`config.mk`:
```
export PLATFORM = sky130hd
export DESIGN_NAME = qcalc_sequencer_flat
export DESIGN_NICKNAME = d
export VERILOG_FILES = /design/src/rtl/qcalc_pkg.sv /design/src/rtl/qcalc_sequencer_if.sv /design/src/rtl/qseq_prog_mem.sv /design/src/rtl/qcalc_sequencer.sv /design/src/flat_wrapper.sv
export SDC_FILE = /design/constraint.sdc
export NUM_CORES = 1
export LEC_CHECK = 0
export ABC_AREA = 0
export BUFFER_PORTS_ARGS = -buffer_cell sky130_fd_sc_hd__buf_4
export CAP_MARGIN = 10
export CORE_AREA = 2 2 124 126
export CTS_BUF_LIST = sky130_fd_sc_hd__clkbuf_8
export DETAILED_ROUTE_END_ITERATION = 8
export DIE_AREA = 0 0 126 128
export PLACE_DENSITY = 0.87
export SETUP_SLACK_MARGIN = 0.2
export SYNTH_ARGS = -nofsm -noshare
export SYNTH_HDL_FRONTEND = slang
export SYNTH_SLANG_ARGS = --single-unit
```
`constraint.sdc`:
```
create_clock -name clk -period 2.95 [get_ports clk]
set_input_delay 0.885 -clock clk [delete_from_list [all_inputs] [get_ports clk]]
set_output_delay 0.885 -clock clk [all_outputs]
set_load 0.005 [all_outputs]
```
`src/rtl/qcalc_pkg.sv`:
```
// Shared types for the queue-calculator sequencer: opcodes, FSM states,
// completion codes and the stored program word.
package qcalc_pkg;

  localparam int unsigned QcalcWidth = 8;

  typedef enum logic [2:0] {
    OpPush = 3'd0,
    OpPop  = 3'd1,
    OpAdd  = 3'd2,
    OpMul  = 3'd3,
    OpSub  = 3'd4,
    OpDiv  = 3'd5,
    OpMod  = 3'd6
  } qcalc_op_e;

  typedef enum logic [2:0] {
    StIdle,
    StClear,
    StIssue,
    StCheck,
    StFinish
  } seq_state_e;

  typedef enum logic [1:0] {
    ErrOk         = 2'd0,
    ErrRejected   = 2'd1,
    ErrEmptyProg  = 2'd2,
    ErrEmptyQueue = 2'd3
  } seq_err_e;

  // Op kept as raw bits so the unassigned code 7 can still be stored and issued.
  typedef struct packed {
    logic [2:0]            op;
    logic [QcalcWidth-1:0] data;
  } prog_word_t;

endpackage

```
`src/rtl/qcalc_sequencer_if.sv`:
```
// Link between the sequencer (master) and the queue calculator (slave).
interface qcalc_sequencer_if #(
  parameter int unsigned WIDTH = 8
);
  logic             cq_reset;
  logic             cq_apply;
  logic [2:0]       cq_op;
  logic [WIDTH-1:0] cq_in;
  logic [WIDTH-1:0] cq_tail;
  logic             cq_valid;
  logic             cq_empty;

  modport master (
    output cq_reset, cq_apply, cq_op, cq_in,
    input  cq_tail, cq_valid, cq_empty
  );

  modport slave (
    input  cq_reset, cq_apply, cq_op, cq_in,
    output cq_tail, cq_valid, cq_empty
  );
endinterface

```
`src/rtl/qseq_prog_mem.sv`:
```
// Program store: Depth x (3+WIDTH) register file, one synchronous write port
// and one combinational read port. No reset, contents survive a sequencer reset.
module qseq_prog_mem #(
  parameter int unsigned WIDTH = 8,
  parameter int unsigned Depth = 16,
  parameter int unsigned AddrW = $clog2(Depth)
) (
  input  logic             clk_i,
  input  logic             we_i,
  input  logic [AddrW-1:0] waddr_i,
  input  logic [WIDTH+2:0] wdata_i,
  input  logic [AddrW-1:0] raddr_i,
  output logic [WIDTH+2:0] rdata_o
);

  logic [WIDTH+2:0] mem_q [Depth];

  // Write port
  always_ff @(posedge clk_i) begin
    if (we_i) begin
      mem_q[waddr_i] <= wdata_i;
    end
  end

  assign rdata_o = mem_q[raddr_i];

endmodule

```
`src/rtl/qcalc_sequencer.sv`:
```
// Runs a stored program of queue-calculator operations and reports the outcome.
// Optional single-step control is built when QSEQ_STEP_EN is defined.
module qcalc_sequencer
  import qcalc_pkg::*;
#(
  parameter int unsigned WIDTH      = 8,
  parameter int unsigned PROG_DEPTH = 16
) (
  input  logic                          clk,
  input  logic                          reset,
`ifdef QSEQ_STEP_EN
  input  logic                          step_mode,
  input  logic                          step,
`endif
  input  logic                          load_valid,
  output logic                          load_ready,
  input  logic [2:0]                    load_op,
  input  logic [WIDTH-1:0]              load_data,
  input  logic                          clear_prog,
  input  logic                          start,
  output logic                          busy,
  output logic                          done,
  output logic [1:0]                    err_code,
  output logic [$clog2(PROG_DEPTH)-1:0] err_pc,
  output logic [WIDTH-1:0]              result,
  output logic [$clog2(PROG_DEPTH):0]   prog_len,
  qcalc_sequencer_if.master             cq
);

  localparam int unsigned PcW  = $clog2(PROG_DEPTH);
  localparam int unsigned LenW = PcW + 1;
  localparam logic [LenW-1:0] DepthLen = LenW'(PROG_DEPTH);

  seq_state_e       state_q, state_d;
  logic [PcW-1:0]   pc_q, pc_d;
  logic [LenW-1:0]  prog_len_q, prog_len_d;
  logic             busy_q, busy_d;
  logic             done_q, done_d;
  seq_err_e         err_code_q, err_code_d;
  logic [PcW-1:0]   err_pc_q, err_pc_d;
  logic [WIDTH-1:0] result_q, result_d;
  // An empty-program run spends one extra cycle in FINISH so every run
  // shares the same 2+2*len start-to-done latency.
  logic             hold_q, hold_d;

  logic             mem_we;
  logic [WIDTH+2:0] rd_word;
  logic [2:0]       rd_op;
  logic [WIDTH-1:0] rd_data;
  logic             is_last;
  logic             issue_go;

  qseq_prog_mem #(
    .WIDTH (WIDTH),
    .Depth (PROG_DEPTH)
  ) u_prog_mem (
    .clk_i   (clk),
    .we_i    (mem_we),
    .waddr_i (prog_len_q[PcW-1:0]),
    .wdata_i ({load_op, load_data}),
    .raddr_i (pc_q),
    .rdata_o (rd_word)
  );

  assign {rd_op, rd_data} = rd_word;
  assign is_last = ({1'b0, pc_q} == (prog_len_q - LenW'(1)));

`ifdef QSEQ_STEP_EN
  assign issue_go = !step_mode || step;
`else
  assign issue_go = 1'b1;
`endif

  // Next-state, datapath updates and calculator drive
  always_comb begin
    state_d     = state_q;
    pc_d        = pc_q;
    prog_len_d  = prog_len_q;
    busy_d      = busy_q;
    done_d      = 1'b0;
    err_code_d  = err_code_q;
    err_pc_d    = err_pc_q;
    result_d    = result_q;
    hold_d      = hold_q;
    load_ready  = 1'b0;
    mem_we      = 1'b0;
    cq.cq_reset = 1'b0;
    cq.cq_apply = 1'b0;
    cq.cq_op    = rd_op;
    cq.cq_in    = rd_data;

    unique case (state_q)
      StIdle: begin
        load_ready = (prog_len_q < DepthLen) && !start && !clear_prog;
        if (start) begin
          pc_d       = '0;
          busy_d     = 1'b1;
          err_code_d = ErrOk;
          err_pc_d   = '0;
          result_d   = '0;
          if (prog_len_q == '0) begin
            err_code_d = ErrEmptyProg;
            hold_d     = 1'b1;
            state_d    = StFinish;
          end else begin
            state_d = StClear;
          end
        end else if (clear_prog) begin
          prog_len_d = '0;
        end else if (load_valid && load_ready) begin
          mem_we     = 1'b1;
          prog_len_d = prog_len_q + LenW'(1);
        end
      end
      StClear: begin
        cq.cq_reset = 1'b1;
        state_d     = StIssue;
      end
      StIssue: begin
        if (issue_go) begin
          cq.cq_apply = 1'b1;
          state_d     = StCheck;
        end
      end
      StCheck: begin
        if (!cq.cq_valid) begin
          err_code_d = ErrRejected;
          err_pc_d   = pc_q;
          state_d    = StFinish;
        end else if (is_last) begin
          if (cq.cq_empty) begin
            err_code_d = ErrEmptyQueue;
          end else begin
            err_code_d = ErrOk;
            result_d   = cq.cq_tail;
          end
          state_d = StFinish;
        end else begin
          pc_d    = pc_q + PcW'(1);
          state_d = StIssue;
        end
      end
      StFinish: begin
        if (hold_q) begin
          hold_d = 1'b0;
        end else begin
          done_d  = 1'b1;
          busy_d  = 1'b0;
          state_d = StIdle;
        end
      end
      default: state_d = StIdle;
    endcase
  end

  // State and result registers
  always_ff @(posedge clk or posedge reset) begin
    if (reset) begin
      state_q    <= StIdle;
      pc_q       <= '0;
      prog_len_q <= '0;
      busy_q     <= 1'b0;
      done_q     <= 1'b0;
      err_code_q <= ErrOk;
      err_pc_q   <= '0;
      result_q   <= '0;
      hold_q     <= 1'b0;
    end else begin
      state_q    <= state_d;
      pc_q       <= pc_d;
      prog_len_q <= prog_len_d;
      busy_q     <= busy_d;
      done_q     <= done_d;
      err_code_q <= err_code_d;
      err_pc_q   <= err_pc_d;
      result_q   <= result_d;
      hold_q     <= hold_d;
    end
  end

  assign busy     = busy_q;
  assign done     = done_q;
  assign err_code = err_code_q;
  assign err_pc   = err_pc_q;
  assign result   = result_q;
  assign prog_len = prog_len_q;

endmodule

```
`src/flat_wrapper.sv`:
```
// flat-port wrapper written by rule: the top's interface ports become plain ports
module qcalc_sequencer_flat import qcalc_pkg::*;
#(
  parameter int unsigned WIDTH      = 8,
  parameter int unsigned PROG_DEPTH = 16
)
  (clk, reset, load_valid, load_ready, load_op, load_data, clear_prog, start, busy, done, err_code, err_pc, result, prog_len, cq_cq_reset, cq_cq_apply, cq_cq_op, cq_cq_in, cq_cq_tail, cq_cq_valid, cq_cq_empty);
  qcalc_sequencer_if #(.WIDTH(WIDTH)) cq_i ();
  input  logic clk;
  input  logic reset;
  input  logic load_valid;
  output logic load_ready;
  input  logic [2:0] load_op;
  input  logic [WIDTH-1:0] load_data;
  input  logic clear_prog;
  input  logic start;
  output logic busy;
  output logic done;
  output logic [1:0] err_code;
  output logic [$clog2(PROG_DEPTH)-1:0] err_pc;
  output logic [WIDTH-1:0] result;
  output logic [$clog2(PROG_DEPTH):0] prog_len;
  output wire logic [$bits(cq_i.cq_reset)-1:0] cq_cq_reset;
  output wire logic [$bits(cq_i.cq_apply)-1:0] cq_cq_apply;
  output wire logic [$bits(cq_i.cq_op)-1:0] cq_cq_op;
  output wire logic [$bits(cq_i.cq_in)-1:0] cq_cq_in;
  input wire logic [$bits(cq_i.cq_tail)-1:0] cq_cq_tail;
  input wire logic [$bits(cq_i.cq_valid)-1:0] cq_cq_valid;
  input wire logic [$bits(cq_i.cq_empty)-1:0] cq_cq_empty;
  assign cq_cq_reset = cq_i.cq_reset;
  assign cq_cq_apply = cq_i.cq_apply;
  assign cq_cq_op = cq_i.cq_op;
  assign cq_cq_in = cq_i.cq_in;
  assign cq_i.cq_tail = cq_cq_tail;
  assign cq_i.cq_valid = cq_cq_valid;
  assign cq_i.cq_empty = cq_cq_empty;
  qcalc_sequencer #(.WIDTH(WIDTH), .PROG_DEPTH(PROG_DEPTH)) u_core (.clk(clk), .reset(reset), .load_valid(load_valid), .load_ready(load_ready), .load_op(load_op), .load_data(load_data), .clear_prog(clear_prog), .start(start), .busy(busy), .done(done), .err_code(err_code), .err_pc(err_pc), .result(result), .prog_len(prog_len), .cq(cq_i));
endmodule
```
==> results of run 1 <==
## Yosys cell counts (4+ instances only)
library cell and number:
a21oi_1 6, a22o_1 13, clkbuf_1 13, dfrtp_1 29, edfxtp_1 176, ha_1 6
inv_1 7, mux2i_1 4, mux4_2 52, nand2_1 15, nand3_1 5, nor2_1 27
nor3_1 9, o21ai_0 4, xnor2_1 4
## layout make-up
type	count	area [sq um]	share of cell area [%]
Sequential cell	205	6020	61.2
Multi-Input combinational cell	178	2070	21.1
Timing Repair Buffer	105	888	9.04
Clock buffer	35	482	4.90
Tap cell	188	235	2.39
Clock inverter	23	106	1.08
Inverter	7	26.3	0.267
## critical path: cells and delay by family (launching register included)
kind	cells	cell delay, ps
mux	2	990
buf+inv	3	450
flops	1	410
## per-stage QoR
step	std cells	setup slack, ps	setup TNS, ps	hold slack, ps
after global routing	741	-373	-3860	506
after CTS	740	-326	-3320	476
after global placement	676	227	0	453
final	741	-301	-3110	483
after floorplan	408	218	0	439
after detailed placement	676	193	0	463
## power by group through the flow
stage | registers [W] | logic, W | clock network (W)
2_1_floorplan | 0.00341 | 0.00145 | 0
3_3_place_gp | 0.00345 | 0.00201 | 0
3_5_place_dp | 0.00347 | 0.00206 | 0
4_1_cts | 0.00341 | 0.00227 | 0.00222
5_1_grt | 0.00343 | 0.00244 | 0.00235
6_report | 0.00341 | 0.00227 | 0.00217
## registers in the layout, indices dropped and copies added (netlist names)
register and count:
u_core.u_prog_mem.mem_q 176, u_core.result 8, u_core.busy 1, u_core.done 1, u_core.state_q 3, u_core.hold_q 1
u_core.err_code 2, u_core.err_pc 4, u_core.prog_len 5, u_core.pc_q 4
## layer usage
layer | share of wire, % | up-vias
li1 | - | 1918
met1 | 39 | 2314
met2 | 52 | 211
met3 | 7.4 | 32
met4 | 1.9 | 0
met5 | 0 | -
## kinds of logic (layout without fill, tap and decap cells)
family / after synthesis / after routing / share of synthesized area (%)
muxes: 59 / 59 / 15.8
DFF: 205 / 205 / 73.5
AOI/OAI and AO/OA: 32 / 33 / 3.21
and+or+nand+nor: 73 / 73 / 4.39
adders and majority gates: 6 / 6 / 0.918
xor gates and xnor gates: 7 / 7 / 0.750
buffers and inverters: 26 / 170 / 1.42
## cells in the final DEF, fill, tap and decap left out, types with 4 or more instances in the layout
cell type and count:
a21oi_1 6, a22o_1 13, buf_4 94, buf_6 6, clkbuf_8 35, clkinv_1 7
clkinv_2 6, dfrtp_1 25, dfrtp_2 4, edfxtp_1 176, ha_1 6, inv_1 14
mux2i_1 4, mux4_2 55, nand2_1 15, nand3_1 5, nor2_1 27, nor3_1 5
nor3_2 4, o21ai_0 4, xnor2_1 4
## what timing repair did
| item | in CTS | in global routing |
|---|---|---|
| buffers inserted | 4 | 0 |
| resized for setup | 11 | 3 |
| pin swaps | 0 | 1 |
| endpoints found under the setup margin | 12 | 20 |
| gates cloned | 2 | 1 |
## worst paths after layout
path	from	end	slack [ps]	cells after the start
worst max-delay path	u_core.pc_q[0]$_DFFE_PP0P_	cq_cq_in[0]	-300	5
worst min-delay path	u_core.hold_q$_DFFE_PP0P_	u_core.done$_DFF_PP0_	480	1
worst max register to register	u_core.prog_len[1]$_DFFE_PP0P_	u_core.result[3]$_DFFE_PP0P_	370	7
worst min register to register	u_core.hold_q$_DFFE_PP0P_	u_core.done$_DFF_PP0_	480	1
max in group asynchronous	reset	u_core.err_pc[1]$_DFFE_PP0P_	1830	3
min in group asynchronous	reset	u_core.pc_q[0]$_DFFE_PP0P_	490	2
==> metrics.csv, run 1 <==
stage,metric,value,unit
status,run status,"finished, violations left",
status,failing checks,setup timing,
cells_and_area,final-layout fill cell count,967,
run,Max Cap Viol,0,
clock_tree,CTS tree,done,
grt,M2 GR Usage,37.0,%
route,Post-DRT Antenna Nets,0,
cells_and_area,"Non-Filler Cell Area, Final",9830,sq um
power,P per Cell Area,798,nW/um^2
route,drt pass-1 iters,5,
yosys,#FFs+latches synth,205,
yosys,sequential share of the synthesized area,73.5,%
yosys,Netlist cell types,40,
clock_tree,CTS Root Cell,clkbuf_8,
sta,Slew @ Worst Pin,717,ps
place,Post-DP HPWL,10800,microns
power,Net Sw Power,0.00220,W
power,clock power share,27.6,%
route,Via density,6.04,
route,WL per Instance,23.3,microns
grt,GR Util met3,5.34,%
floorplan,full die area,16100,sq um
power,sequential share of power,43.5,%
sta,fin crit share,110,%
sta,"Setup violations, final",11,
power,Overall Power,0.00785,W
route,Iteration-0 DRC Markers,396,
floorplan,# rows,45,
clock_tree,CTS Sinks,205,
grt,GRT Total Usage,22.2,%
cells_and_area,Final Core Density,66.1,%
sta,worst relative slew slack,51.5,%
sta,RSZ-0062 raised after global routing,true,
worst_setup_path,crit path launch type,register,
place,Placer Congestion,0.817,
power,Gate power share,28.9,%
sta,Layout Skew,13.4,ps
sta,Final Worst Setup Slack,-301,ps
worst_setup_path,CP required,2070,ps
clock_tree,Clock transition at path regs,60,ps
sta,Max Fclk,308,MHz
place,dpl cell area,9120,sq um
yosys,ranking of synthesized cells by area,"edfxtp_1, mux4_2, dfrtp_1",
worst_setup_path,crit path kind,register to primary output,
cells_and_area,ANT cells,0,
floorplan,Ports,61,
grt,initial antenna violation count,0,
clock_tree,CTS H-tree lvls,2,
sta,minimum clock period,3250,ps
worst_setup_path,WP data arrival,2370,ps
cells_and_area,area grow syn2layout,20.2,%
route,total wire length,17300,microns
route,via count,4475,
worst_setup_path,crit end category,primary output,
worst_setup_path,worst path cell trace,buf_4 > buf_16 > mux4_2 > mux4_2 > buf_4,
yosys,Synth async-reset ratio,14.1,%
worst_setup_path,"slowest stage delay, CP",500,ps
yosys,post-synth net total,440,
grt,GRT met1 Usage,29.4,%
place,IO Port Bufs,60,
grt,"Remaining Overflow, GRT",0,
power,P_leak,3.51,nW
power,sw frac,28.1,%
yosys,"EDFF count, synth",176,
grt,largest net degree at the start of global routing,34,
yosys,Synth Instances,408,
yosys,Post-Syn Area,8180,sq um
power,internal power,0.00564,W
clock_tree,maximum clock path buffer count,3,
floorplan,chip height,128,microns
grt,vias in the first global route,4679,
grt,first-pass GRT wire length,26700,microns
floorplan,Die X,126,microns
floorplan,CORE AREA,14900,sq um
clock_tree,CTS buffer count,34,
clock_tree,clk_lat worst skew,500,ps
yosys,Post-Syn Area per Cell,20.0,sq um
sta,"Slew Viols, Final",0,
power,Peak VDD IR,394,uV
cells_and_area,Nets,563,
grt,GRT Max-Usage Layer,met2,
yosys,Synth Flop Type,edfxtp_1,
route,number of remaining DRC errors,0,
yosys,Syn. warnings,0,
cells_and_area,layout cells sized above 1,39.2,%
sta,Fin. Hold Viols,0,
worst_setup_path,crit path max fanout,6,
yosys,area share of the largest cell type after synthesis,64.6,%
yosys,"area leader, netlist",edfxtp_1,
hold_path,worst hold path type,register to register,
floorplan,Initial Util,55.0,%
worst_setup_path,crit path max-delay cell type,mux4_2,
clock_tree,hold-fix buffers at CTS,0,
(Power assumes the default switching activity.)
==> run 2, diff against run 1 <==
--- a/config.mk
+++ b/config.mk
@@ -8,11 +8,11 @@
 export ABC_AREA = 0
 export BUFFER_PORTS_ARGS = -buffer_cell sky130_fd_sc_hd__buf_4
 export CAP_MARGIN = 10
-export CORE_AREA = 2 2 124 126
+export CORE_AREA = 2 2 120 122
 export CTS_BUF_LIST = sky130_fd_sc_hd__clkbuf_8
 export DETAILED_ROUTE_END_ITERATION = 8
-export DIE_AREA = 0 0 126 128
-export PLACE_DENSITY = 0.87
+export DIE_AREA = 0 0 122 124
+export PLACE_DENSITY = 0.89
 export SETUP_SLACK_MARGIN = 0.2
 export SYNTH_ARGS = -nofsm -noshare
 export SYNTH_HDL_FRONTEND = slang
==> constraint.sdc (replaced) <==
create_clock -name clk -period 3.7 [get_ports clk]
set_input_delay 1.11 -clock clk [delete_from_list [all_inputs] [get_ports clk]]
set_output_delay 1.11 -clock clk [all_outputs]
set_load 0.005 [all_outputs]
==> metrics.csv, run 2 (synthesis gave the netlist of run 1 again) <==
stage,metric,value,unit,change
sta,Fin. Hold Viols,0,,unchanged
grt,GRT Total Usage,24.8,%,+2.5 points
route,WL per Instance,25.2,microns,+8.0%
cells_and_area,most frequent cells in the layout,"edfxtp_1, buf_4, mux4_2, clkbuf_8",,
power,P per Cell Area,659,nW/um^2,-17%
sta,Slew @ Worst Pin,1050,ps,+329 ps
sta,"Setup violations, final",0,,-11
cells_and_area,FF/Latch Area,6020,sq um,unchanged
sta,minimum clock period,3560,ps,
route,via count,4533,,+1.3%
clock_tree,CTS tree,done,,
status,run status,"finished, final reports clean",,
hold_path,hold path cells,1,,unchanged
cells_and_area,"commonest non-fill, non-tap cell in the layout",edfxtp_1,,
power,Peak VDD IR,387,uV,-1.8%
sta,"Slew Viols, Final",0,,unchanged
route,Via density,6.31,,+4.5%
grt,"Remaining Overflow, GRT",0,,unchanged
cells_and_area,footprint of the multi-input gates,2060,sq um,-0.78%
floorplan,Initial Util,59.6,%,+4.6 points
worst_setup_path,WP data arrival,2450,ps,+80 ps
worst_setup_path,RR Startpoint,u_core.pc_q[3]$_DFFE_PP0P_,,
floorplan,Die X,122,microns,-3.2%
worst_setup_path,crit path kind,register to primary output,,
clock_tree,maximum clock path buffer count,3,,unchanged
worst_setup_path,"slowest stage delay, CP",510,ps,about the same
cells_and_area,"Most flops, register",u_core.u_prog_mem.mem_q,,
floorplan,chip height,124,microns,-3.1%
power,P_leak,3.49,nW,-0.42%
run,Max Cap Viol,0,,unchanged
worst_setup_path,crit path launch type,register,,
worst_setup_path,CP required,2590,ps,+520 ps
clock_tree,CTS H-tree lvls,1,,-1
clock_tree,hold-fix buffers at CTS,0,,unchanged
cells_and_area,max reg flops,176,,unchanged
worst_setup_path,crit path max-delay cell type,mux4_2,,
place,Placer Congestion,0.857,,+4.9%
floorplan,full die area,15100,sq um,-6.2%
clock_tree,CTS Root Cell,clkbuf_8,,
worst_setup_path,r2r setup slk,1010,ps,+640 ps
grt,initial antenna violation count,0,,unchanged
place,IO Port Bufs,60,,unchanged
grt,vias in the first global route,4434,,-5.2%
sta,fin crit share,96.2,%,
cells_and_area,Nets,546,,-3.0%
route,total wire length,18100,microns,+4.7%
grt,first-pass GRT wire length,26800,microns,+0.31%
cells_and_area,area grow syn2layout,20.4,%,
clock_tree,Clock transition at path regs,60,ps,about the same
floorplan,Ports,61,,unchanged
hold_path,min-delay src,u_core.hold_q$_DFFE_PP0P_,,
worst_setup_path,worst path cell trace,buf_12 > clkbuf_16 > mux4_2 > mux4_2 > buf_6,,
grt,largest net degree at the start of global routing,30,,-12%
floorplan,# rows,43,,-4.4%
route,drt pass-1 iters,4,,-1
sta,Final Worst Setup Slack,139,ps,+440 ps
sta,setup TNS,0,ps,+3110 ps
cells_and_area,final-layout fill cell count,777,,-20%
sta,worst relative slew slack,30.2,%,-21 points
floorplan,CORE AREA,13700,sq um,-7.7%
cells_and_area,layout cells sized above 1,37.9,%,-1.3 points
clock_tree,clk_lat worst skew,550,ps,+50 ps
place,"worst slack, placed",490,ps,+297 ps
route,Iteration-0 DRC Markers,479,,+21%
worst_setup_path,crit end category,primary output,,
route,number of remaining DRC errors,0,,unchanged
worst_setup_path,Register-to-Register Path Depth,5,,-2
cells_and_area,ANT cells,0,,unchanged
sta,Max Fclk,281,MHz,
place,Post-DP HPWL,10100,microns,-6.3%
worst_setup_path,cell seen most often among critical-path stages,mux4_2,,
worst_setup_path,Worst R2R End,u_core.result[1]$_DFFE_PP0P_,,
sta,Layout Skew,15.7,ps,+2.28 ps
worst_setup_path,crit path max fanout,7,,+1
hold_path,worst hold path type,register to register,,
clock_tree,CTS buffer count,31,,-8.8%
route,Post-DRT Antenna Nets,0,,unchanged
sta,RSZ-0062 raised after global routing,true,,
clock_tree,CTS Sinks,205,,unchanged
hold_path,Worst Hold End,u_core.done$_DFF_PP0_,,
## run 2: cell types whose count changed in the layout (fill, tap and decap cells not counted), sizes merged
cell | before | now
bufinv | 0 | 1
clkbuf | 35 | 40
buf | 105 | 89
clkinv | 14 | 11
inv | 14 | 13
o41a | 2 | 1
## run 2: layout make-up
class,count,share of cell area (%)
tap,180,2.29
inverter,7,0.267
multi-input combinational,177,20.9
clock buffer,37,5.17
sequential,205,61.1
clock inverter,20,1.20
timing repair buffer,92,9.05
## run 2: worst max-delay path, delay by kind of cell, from the launching register on
kind / cells / cell delay, ps
buffers and inverters: 3 / 480
DFF: 1 / 390
muxes: 2 / 1020
## run 2: how the worst max path moves through the flow
stage | from | endpoint | cells past startpoint
floorplan | start | u_core.u_prog_mem.mem_q[0][0]$_DFFE_PP_ | 5
finish | u_core.pc_q[0]$_DFFE_PP0P_ | cq_cq_in[5] | 5
CTS | u_core.pc_q[0]$_DFFE_PP0P_ | cq_cq_in[2] | 5
detailed placement | start | u_core.u_prog_mem.mem_q[6][0]$_DFFE_PP_ | 7
global route | u_core.pc_q[0]$_DFFE_PP0P_ | cq_cq_in[5] | 5
global placement | start | load_ready | 4
## run 2: power by group
part	internal (W)	total, W	switching, W
sequential	0.00261	0.00275	0.000149
combinational	0.00110	0.00192	0.000811
clock	0.000979	0.00182	0.000837
total	0.00469	0.00649	0.00180
## run 2: what timing repair did
item                       CTS  global route
setup buffers                4             0
gates cloned                 3             3
setup endpoints to repair   11            11
gates resized for setup      5            15
pin swaps                    0             0
## run 2: metal layers
metal / up-vias / global-route usage (%) / share of wire, %
li1: 1880 / - / -
met1: 2313 / 36.1 / 39
met2: 297 / 39.4 / 49
met3: 43 / 3.80 / 9.3
met4: 0 / 8.05 / 2.6
met5: - / 0 / 0
## run 2: metrics by stage
step / std cells / hold WS [ps] / util (%) / instance area [sq um] / total power, W
detailed placement: 651 / 480 / 65.4 / 8970 / 0.00436
floorplan: 408 / 439 / - / 8180 / 0.00384
CTS: 715 / 487 / 70.9 / 9730 / 0.00635
global route: 718 / 502 / 71.7 / 9840 / 0.00676
global placement: 651 / 452 / 65.4 / 8970 / 0.00430
finish: 718 / 490 / 71.7 / 9840 / 0.00649
==> run 3, diff against run 2 <==
--- a/config.mk
+++ b/config.mk
@@ -5,14 +5,15 @@
 export SDC_FILE = /design/constraint.sdc
 export NUM_CORES = 1
 export LEC_CHECK = 0
-export ABC_AREA = 0
+export ABC_AREA = 1
 export BUFFER_PORTS_ARGS = -buffer_cell sky130_fd_sc_hd__buf_4
 export CAP_MARGIN = 10
-export CORE_AREA = 2 2 120 122
+export CORE_AREA = 2 2 123 125
 export CTS_BUF_LIST = sky130_fd_sc_hd__clkbuf_8
 export DETAILED_ROUTE_END_ITERATION = 8
-export DIE_AREA = 0 0 122 124
-export PLACE_DENSITY = 0.89
+export DIE_AREA = 0 0 125 127
+export HOLD_SLACK_MARGIN = 0.06
+export PLACE_DENSITY = 0.88
 export SETUP_SLACK_MARGIN = 0.2
 export SYNTH_ARGS = -nofsm -noshare
 export SYNTH_HDL_FRONTEND = slang
==> constraint.sdc (replaced) <==
create_clock -name clk -period 4.1 [get_ports clk]
set_input_delay 1.23 -clock clk [delete_from_list [all_inputs] [get_ports clk]]
set_output_delay 1.23 -clock clk [all_outputs]
set_load 0.005 [all_outputs]
==> metrics.csv, run 3 <==
stage,metric,value,unit,change
cells_and_area,Nets,856,,+57%
route,Post-DRT Antenna Nets,0,,unchanged
yosys,post-synthesis compound-gate area fraction,11.6,%,+8.4 points
route,WL per Instance,19.2,microns,-24%
sta,setup TNS,0,ps,unchanged
sta,worst relative slew slack,33.9,%,+3.7 points
yosys,Post-Synth Simple-Gate Area,13.6,%,+9.2 points
route,drt pass-1 iters,5,,+1
grt,largest net degree at the start of global routing,94,,+210%
clock_tree,Clock transition at path regs,60,ps,about the same
sta,minimum clock period,3780,ps,
route,Iteration-0 DRC Markers,769,,+61%
grt,M2 GR Usage,41.0,%,+1.6 points
place,IO Port Bufs,60,,unchanged
yosys,Synth Instances,744,,+82%
place,Placer Congestion,0.848,,-1.1%
clock_tree,CTS Sinks,205,,unchanged
route,total wire length,19800,microns,+9.3%
yosys,post-synth net total,776,,+76%
worst_setup_path,RR Startpoint,u_core.state_q[0]$_DFFE_PP0P_,,
yosys,post-synthesis adder-cell area fraction,0.875,%,-0.043 points
worst_setup_path,crit end category,primary output,,
grt,GRT Total Usage,24.7,%,-0.061 points
grt,initial antenna violation count,0,,unchanged
clock_tree,CTS tree,done,,
yosys,#FFs+latches synth,205,,unchanged
sta,"Setup violations, final",0,,unchanged
yosys,Netlist cell types,28,,-30%
cells_and_area,"Non-Filler Cell Area, Final",9900,sq um,+0.60%
yosys,Synth async-reset ratio,14.1,%,unchanged
hold_path,worst hold path type,register to register,,
hold_path,Worst Hold End,u_core.result[3]$_DFFE_PP0P_,,
worst_setup_path,worst path cell trace,inv_2 > buf_12 > nor2_1 > nor2_1 > o21ai_0 > a21oi_1 > a21oi_1 > o21ai_0 > buf_4,,
yosys,"EDFF count, synth",176,,unchanged
cells_and_area,ANT cells,0,,unchanged
yosys,Synth top cells by count,"edfxtp_1, nor2_1, o21ai_0, nand2_1",,
hold_path,hold path cells,2,,+1
sta,Slew @ Worst Pin,990,ps,-55.8 ps
floorplan,Initial Util,59.5,%,-0.13 points
floorplan,# rows,44,,+2.3%
worst_setup_path,"slowest stage delay, CP",430,ps,-80 ps
route,via count,6138,,+35%
floorplan,chip height,127,microns,+2.4%
sta,Max Fclk,264,MHz,
clock_tree,CTS H-tree lvls,1,,unchanged
floorplan,Die X,125,microns,+2.5%
clock_tree,maximum clock path buffer count,3,,unchanged
worst_setup_path,"Largest delay share family, worst path",buffers and inverters,,
yosys,mux cell area share after synthesis,0,%,-16 points
cells_and_area,max reg flops,176,,unchanged
cells_and_area,most frequent cells in the layout,"edfxtp_1, nor2_1, o21ai_0, buf_4, nand2_1",,
yosys,largest family of logic cells by synthesized area,simple AND/OR/NAND/NOR gates,,
run,Max Cap Viol,0,,unchanged
route,Via density,5.95,,-5.7%
clock_tree,CTS Root Cell,clkbuf_8,,
floorplan,Ports,61,,unchanged
yosys,ranking of synthesized cells by area,"edfxtp_1, dfrtp_1, nor2_1",,
sta,Min Hold Slack,477,ps,-12.7 ps
clock_tree,CTS buffer count,31,,unchanged
grt,vias in the first global route,5878,,+33%
worst_setup_path,crit path max-delay cell type,dfrtp_2,,
worst_setup_path,Register-to-Register Path Depth,8,,+3
sta,"Slew Viols, Final",0,,unchanged
place,dpl cell area,9290,sq um,+3.5%
worst_setup_path,r2r setup slk,1620,ps,+610 ps
route,number of remaining DRC errors,0,,unchanged
clock_tree,hold-fix buffers at CTS,0,,unchanged
grt,"Remaining Overflow, GRT",0,,unchanged
grt,GRT Max-Usage Layer,met2,,
clock_tree,clk_lat worst skew,570,ps,+20 ps
worst_setup_path,CP required,2870,ps,+280 ps
yosys,Post-Syn Area,8580,sq um,+4.9%
worst_setup_path,crit path max fanout,50,,+43
cells_and_area,area grow syn2layout,15.5,%,
power,P per Cell Area,611,nW/um^2,-7.3%
worst_setup_path,worst path bufs/invs,3,,unchanged
worst_setup_path,Worst R2R End,u_core.u_prog_mem.mem_q[12][4]$_DFFE_PP_,,
yosys,most frequent cell after synthesis,edfxtp_1,,
cells_and_area,"Most flops, register",u_core.u_prog_mem.mem_q,,
sta,Layout Skew,12.1,ps,-3.59 ps
cells_and_area,"commonest non-fill, non-tap cell in the layout",edfxtp_1,,
hold_path,min-delay src,u_core.result[3]$_DFFE_PP0P_,,
worst_setup_path,WP data arrival,2550,ps,+100 ps
yosys,sequential share of the synthesized area,70.1,%,-3.4 points
place,Post-DP HPWL,11500,microns,+14%
power,P_leak,3.80,nW,+8.8%
worst_setup_path,crit path launch type,register,,
floorplan,CORE AREA,14400,sq um,+5.1%
grt,GR Util met3,4.48,%,+0.68 points
sta,RSZ-0062 raised after global routing,false,,
worst_setup_path,crit path kind,register to primary output,,
yosys,Syn. warnings,0,,unchanged
status,run status,"finished, final reports clean",,
grt,GRT met1 Usage,33.0,%,-3.0 points
sta,fin crit share,92.3,%,
cells_and_area,layout cells sized above 1,17.4,%,-21 points
yosys,Synth Flop Type,edfxtp_1,,
yosys,XOR/XNOR share of the synthesized area,0.204,%,-0.55 points
grt,first-pass GRT wire length,30700,microns,+15%
cells_and_area,Final Core Density,68.6,%,-3.1 points
yosys,"area leader, netlist",edfxtp_1,,
power,Peak VDD IR,536,uV,+38%
floorplan,full die area,15900,sq um,+4.9%
yosys,Post-Syn Area per Cell,11.5,sq um,-42%
yosys,area share of the largest cell type after synthesis,61.6,%,-3.0 points
sta,Fin. Hold Viols,0,,unchanged
run 3: cell count changes after synthesis, moves of 26 or more:
cell / previous run / this run
o211ai_1: 0 / 26
mux4_2: 52 / 0
nand2_1: 15 / 70
nor2_1: 27 / 157
o21ai_0: 4 / 103
run 3: what timing repair did:
item / 4_1_cts / 5_1_grt
buffers inserted: 0 / 0
setup endpoints to repair: 0 / 6
endpoints found under the hold margin: 0 / 0
resized for setup: 0 / 2
run 3: final cells by class:
cell class / instances / area (sq um)
Tap cell: 184 / 230
Timing Repair Buffer: 85 / 683
Fill cell: 934 / 4520
Clock buffer: 31 / 427
Inverter: 36 / 138
Multi-Input combinational cell: 465 / 2260
Clock inverter: 25 / 155
Sequential cell: 205 / 6010
run 3: worst max path at each step:
stage	start	end	slack [ps]	cells past startpoint
finish	u_core.pc_q[0]$_DFFE_PP0P_	cq_cq_in[7]	320	9
global route	u_core.pc_q[0]$_DFFE_PP0P_	cq_cq_in[7]	210	9
CTS	u_core.pc_q[1]$_DFFE_PP0P_	cq_cq_in[7]	270	7
detailed placement	u_core.pc_q[1]$_DFFE_PP0P_	cq_cq_in[5]	930	6
global placement	u_core.pc_q[1]$_DFFE_PP0P_	cq_cq_in[5]	980	6
floorplan	clear_prog	load_ready	1340	1
run 3: cell families after synthesis:
group / Yosys count
buf+inv: 74
simple gates: 277
flops: 205
xor+xnor: 2
compound gates: 180
fa+ha+maj: 6
run 3: per-stage QoR:
stage,cells,power (W),setup slack (ps)
after floorplan,744,0.00376,1340
after global placement,974,0.00436,975
after detailed placement,974,0.00444,929
after CTS,1030,0.00603,274
after global routing,1031,0.00637,212
final,1031,0.00605,317
run 3: routing by layer:
layer	routed length (microns)	vias up	share of wire, %
li1	-	2798	-
met1	7550	2895	38
met2	9500	389	48
met3	2110	56	11
met4	600	0	3.0
met5	0	-	0
run 3: worst register-to-register path, delay by kind of cell (launching register included):
kind / cells / cell delay [ps]
simple gates: 6 / 1390
flops: 1 / 420
buf+inv: 2 / 360
run 3: report_power, final:
group          internal, W  total, W  leakage, nW  switching, W
Combinational     0.000726   0.00199         1.48       0.00127
Sequential         0.00237   0.00247         1.97     0.0000972
Clock             0.000829   0.00158        0.350      0.000752
Total              0.00393   0.00605         3.80       0.00212
